==> src/rtl/grey_counter_pkg.sv <==
// Shared Gray-code helpers for the grey_counter slice: encoder, Hamming distance
// and the per-edge request type.
package GreyPkg;

    typedef enum logic [2:0] {
        REQ_NONE,
        REQ_INC,
        REQ_LOAD,
        REQ_CLR,
        REQ_RST
    } req_e;

    function automatic logic [31:0] grey_enc(input logic [31:0] bin);
        return bin ^ (bin >> 1);
    endfunction

    function automatic int unsigned grey_dist(input logic [31:0] a, input logic [31:0] b);
        logic [31:0]  diff;
        int unsigned  cnt;
        diff = a ^ b;
        cnt  = 0;
        for (int unsigned i = 0; i < 32; i++) begin
            cnt += int'(diff[i]);
        end
        return cnt;
    endfunction

endpackage

==> src/rtl/grey_counter_encode.sv <==
// WIDTH-generic combinational binary-to-Gray converter, plus the elaboration
// trap module instantiated for an illegal counter width.
module GreyEncode
    import GreyPkg::*;
#(
    parameter int unsigned WIDTH = 4
) (
    input  logic [WIDTH-1:0] bin,
    output logic [WIDTH-1:0] grey
);

    assign grey = WIDTH'(grey_enc(32'(bin)));

endmodule

module PanicModule ();
endmodule

==> src/rtl/grey_counter.sv <==
// Registered Gray-code counter for CDC pointer use. Optional Gray-step checker
// driving err_o is enabled by defining GREY_COUNTER_CHECK_EN.
module grey_counter
    import GreyPkg::*;
#(
    parameter int unsigned WIDTH     = 4,
    parameter int unsigned RESET_VAL = 0
) (
    input  logic             clk_i,
    input  logic             rst_i,
    input  logic             clr_i,
    input  logic             load_i,
    input  logic [WIDTH-1:0] load_val_i,
    input  logic             inc_i,
    output logic [WIDTH-1:0] bin_o,
    output logic [WIDTH-1:0] grey_o,
    output logic [WIDTH-1:0] grey_next_o,
    output logic             wrap_o,
    output logic             err_o
);

    localparam logic [WIDTH-1:0] RST_BIN  = WIDTH'(RESET_VAL);
    localparam logic [WIDTH-1:0] RST_GREY = WIDTH'(grey_enc(32'(RST_BIN)));

    if (WIDTH < 1 || WIDTH > 32) begin : g_panic
        PanicModule u_panic ();
    end

    req_e             req;
    logic [WIDTH-1:0] bin_q;
    logic [WIDTH-1:0] bin_next;
    logic [WIDTH-1:0] grey_q;
    logic [WIDTH-1:0] grey_next;
    logic             wrap_q;

    always_comb begin
        req = REQ_NONE;
        if (rst_i)       req = REQ_RST;
        else if (clr_i)  req = REQ_CLR;
        else if (load_i) req = REQ_LOAD;
        else if (inc_i)  req = REQ_INC;
    end

    always_comb begin
        bin_next = bin_q;
        case (req)
            REQ_RST,
            REQ_CLR:  bin_next = RST_BIN;
            REQ_LOAD: bin_next = load_val_i;
            REQ_INC:  bin_next = bin_q + WIDTH'(1);
            default:  bin_next = bin_q;
        endcase
    end

    // Gray register is fed from the next binary value, never from bin_q.
    GreyEncode #(.WIDTH(WIDTH)) u_enc (
        .bin  (bin_next),
        .grey (grey_next)
    );

    always_ff @(posedge clk_i) begin
        if (rst_i) begin
            bin_q  <= RST_BIN;
            grey_q <= RST_GREY;
            wrap_q <= 1'b0;
        end else begin
            bin_q  <= bin_next;
            grey_q <= grey_next;
            wrap_q <= (req == REQ_INC) && (bin_q == '1);
        end
    end

`ifdef GREY_COUNTER_CHECK_EN
    logic [WIDTH-1:0] prev_q;
    logic             inc_only_q;
    logic             err_q;

    // inc_only_q marks that the edge producing the current grey_q was a pure increment.
    always_ff @(posedge clk_i) begin
        if (rst_i) begin
            prev_q     <= RST_GREY;
            inc_only_q <= 1'b0;
            err_q      <= 1'b0;
        end else begin
            prev_q     <= grey_q;
            inc_only_q <= (req == REQ_INC);
            if (inc_only_q && (grey_q != prev_q) &&
                (grey_dist(32'(grey_q), 32'(prev_q)) != 32'd1)) begin
                err_q <= 1'b1;
            end
        end
    end

    assign err_o = err_q;
`else
    assign err_o = 1'b0;
`endif

    assign bin_o       = bin_q;
    assign grey_o      = grey_q;
    assign grey_next_o = grey_next;
    assign wrap_o      = wrap_q;

endmodule

==> config.mk <==
export PLATFORM = sky130hd
export DESIGN_NAME = grey_counter
export DESIGN_NICKNAME = d
export VERILOG_FILES = /design/src/rtl/grey_counter_pkg.sv /design/src/rtl/grey_counter_encode.sv /design/src/rtl/grey_counter.sv
export SDC_FILE = /design/constraint.sdc
export NUM_CORES = 1
export LEC_CHECK = 0
export ABC_AREA = 1
export BUFFER_PORTS_ARGS = -buffer_cell sky130_fd_sc_hd__buf_2
export CORE_AREA = 2 2 39 41
export CTS_CLUSTER_SIZE = 16
export DETAILED_ROUTE_END_ITERATION = 6
export DIE_AREA = 0 0 41 43
export PLACE_DENSITY_LB_ADDON = 0.15
export SLEW_MARGIN = 0
export SYNTH_ARGS = -nofsm -noshare
export SYNTH_HDL_FRONTEND = slang
export SYNTH_SLANG_ARGS = --single-unit
==> constraint.sdc <==
create_clock -name clk_i -period 1.1 [get_ports clk_i]
set_input_delay 0.055 -clock clk_i [delete_from_list [all_inputs] [get_ports clk_i]]
set_output_delay 0.055 -clock clk_i [all_outputs]
set_load 0.005 [all_outputs]
==> run metrics <==
number of standard cells after synthesis=69; number of standard-cell rows in the floorplan=14; Sink Count=8; filler instances=134; later-pin clock latency in the skew report=approximately 0.26 ns; accumulated negative setup slack=-1.13 ns; Synth Warn #=0; via count of the first global-routing pass=448; DRC violation count after routing=0; root cell of the clock tree=sky130_fd_sc_hd__clkbuf_4; first-pass GRT wire length=1740 µm; failing checks=setup timing; CTS tree=done; first-pass iteration count of the detailed router=3; synthesized area divided by synthesized cell count=6.93 µm²; routed wirelength normalized by instance count=11.3 µm; count of hold-fix buffers inserted at cts=0; destination of the critical timing path=grey_next_o[2]; count of cells along the worst register-to-register path=6; worst r2r src=bin_o[1]; Final Slew Violations=0; share of the synthesized area in the top cell type=33.5%; internal power=498 µW; Clock transition at path regs=0.05 ns; endpoint of the lowest-slack register-to-register path=grey_o[1]; H-tree lvl count=1; Detailed Route WL=1280 µm; required time of the critical path=1.04 ns; half-perimeter wire length after placement=roughly 850 µm; area of the die=1760 µm²; max-cap viol count=0; top cell type by total area after synthesis=sky130_fd_sc_hd__dfxtp_1; First DRT Iteration DRCs=9; Clk pwr share=33.3%; nets in the synthesized netlist=79; CTS buffer count=3; outcome=finished with violations; placeable core area=1380 µm²; initial antenna violation count=0; Vias per Instance=approximately 4.7; cell leakage power=approximately 0.00045 µW; synthesized area=478 µm²; final setup violating endpoints=6; # nets final=109; post-placement setup slack=-0.0689 ns; cell area after placement=616 µm²; kind of path behind the tightest hold check=primary input to register; count of distinct cell types in the synthesized netlist=17; type of the worst setup path=register to output port; timing-limited maximum frequency=0.691 GHz; switching power total=184 µW; width of the chip=41 µm; I/O Buffers=21; PnR worst setup slack=-0.347 ns; Peak VDD IR=0.594 mV; Arrival @ worst endpoint=1.39 ns; unrepaired setup endpoints after global routing=yes; count of state elements after synthesis=8; part of the total power dissipated in combinational logic=between 20% and 30%; endpoint type of the worst setup path=output port; Final min period=between 1 and 1.5 ns; count of antenna-violating nets left after detailed routing=0; endpoints failing hold=0; maximum number of pins on one net before global-route repair=7; global placer's final weighted congestion=about 0.7; layout-stage area growth over the synthesis result=60.2%; total track usage=15.5%; routed via count=532; post-route total power=682 µW; power density cells=891 nW/µm²; setup clock skew after layout=0.00326 ns; setup slack, reg-to-reg=-0.01 ns; Clock Path Buffers=2; Worst setup SP type=register; Die Span Y=43 µm; share of layout cells above drive strength 1=62.9%; part of the cycle the worst path needs=132%; timing startpoint of the critical path=bin_o[1]; Initial Utilization=34.5%; switching part of the total power=27.0%; summed area of non-filler cells in the final layout=766 µm²; sequential cell fraction of total power=between 40% and 50%; total overflow reported by the global router=0; I/O Pins=23; diode count=0; top library cells by usage in the layout, fill and taps aside=sky130_fd_sc_hd__buf_2 (21), sky130_fd_sc_hd__nand2_1 (15), sky130_fd_sc_hd__nand2_2 (8); dominant cells by area after synthesis=sky130_fd_sc_hd__dfxtp_1 (34%), sky130_fd_sc_hd__nand2_1 (17%), sky130_fd_sc_hd__nand3_1 (7.3%), sky130_fd_sc_hd__nand3_2 (6.3%), sky130_fd_sc_hd__buf_4 (4.7%); maximum fanout count along the critical path=4; portion of the post-synthesis area used by sequential elements=33.5%; most common cell after layout, fill and taps aside=sky130_fd_sc_hd__buf_2
[stage by stage]
step | utilization, % | instances | hold slack, ns
after floorplan | - | 69 | 0.216
after global placement | 44.5 | 107 | 0.325
after detailed placement | 44.5 | 107 | 0.328
after CTS | 49.6 | 111 | 0.0783
after global routing | 55.3 | 113 | 0.0931
final | 55.3 | 113 | 0.0778
[layer usage]
layer	GRT usage, %	routed length [µm]	vias to the layer above
li1	-	-	272
met2	24.1	716	15
met1	15.4	461	241
met3	7.85	75	4
met5	0	0	-
met4	10.0	27	0
[registers in the layout, indices dropped and copies added, names as in the netlist]
signal	cells
bin_o	4
grey_o	3
wrap_o	1
[worst min-delay path by stage]
stage | startpoint | to | cells after the start
6_report | inc_i | wrap_o | 3
5_1_grt | inc_i | wrap_o | 3
2_1_floorplan | inc_i | wrap_o | 2
3_3_place_gp | load_val_i[0] | bin_o[0] | 3
3_5_place_dp | load_val_i[0] | bin_o[0] | 3
4_1_cts | load_val_i[2] | bin_o[2] | 3
[synth_stat cells (all sizes together)]
master	instances
nor2	8
nand3	10
xor2	1
dfxtp	8
nor3	1
buf	3
nand3b	1
nand2	25
inv	8
ha	1
conb	1
nand4	2
[final cells by class]
cell class	instances	area (µm²)	share of cell area (%)
inverter	8	32.5	4.25
multi-input combinational	50	354	46.2
clock buffer	3	22.5	2.94
timing repair buffer	28	169	22.1
tap	16	20.0	2.61
sequential	8	168	21.9
[critical path, cell delays in order, from the launching register on]
cell,delay (ns)
sky130_fd_sc_hd__dfxtp_4,0.35
sky130_fd_sc_hd__ha_4,0.17
sky130_fd_sc_hd__xor2_2,0.15
sky130_fd_sc_hd__nand2_2,0.09
sky130_fd_sc_hd__nand3_4,0.10
sky130_fd_sc_hd__inv_4,0.08
sky130_fd_sc_hd__nand2_2,0.05
sky130_fd_sc_hd__nand2_1,0.05
sky130_fd_sc_hd__buf_2,0.10
[power groups by stage]
stage / Clock [µW] / Sequential, µW / Combinational, µW
6_report: 227 / 315 / 141
5_1_grt: 252 / 316 / 155
4_1_cts: 234 / 314 / 124
3_5_place_dp: 0 / 319 / 112
3_3_place_gp: 0 / 318 / 111
2_1_floorplan: 0 / 322 / 55.8
[what timing repair did]
action / CTS / global route
resized for setup: 8 / 18
pin swaps: 5 / 4
endpoints found under the setup margin: 6 / 7
buffers inserted: 1 / 2
hold endpoints to repair: 0 / 0
[cells by family after synthesis]
logic type	count (synthesis)	share of synthesized area (%)
simple gates	47	50.3
buf+inv	11	11.0
flops	8	33.5
xor+xnor	1	1.83
fa+ha+maj	1	2.62
other cells	1	0.785
No activity file was read; power rests on OpenSTA's default activity.
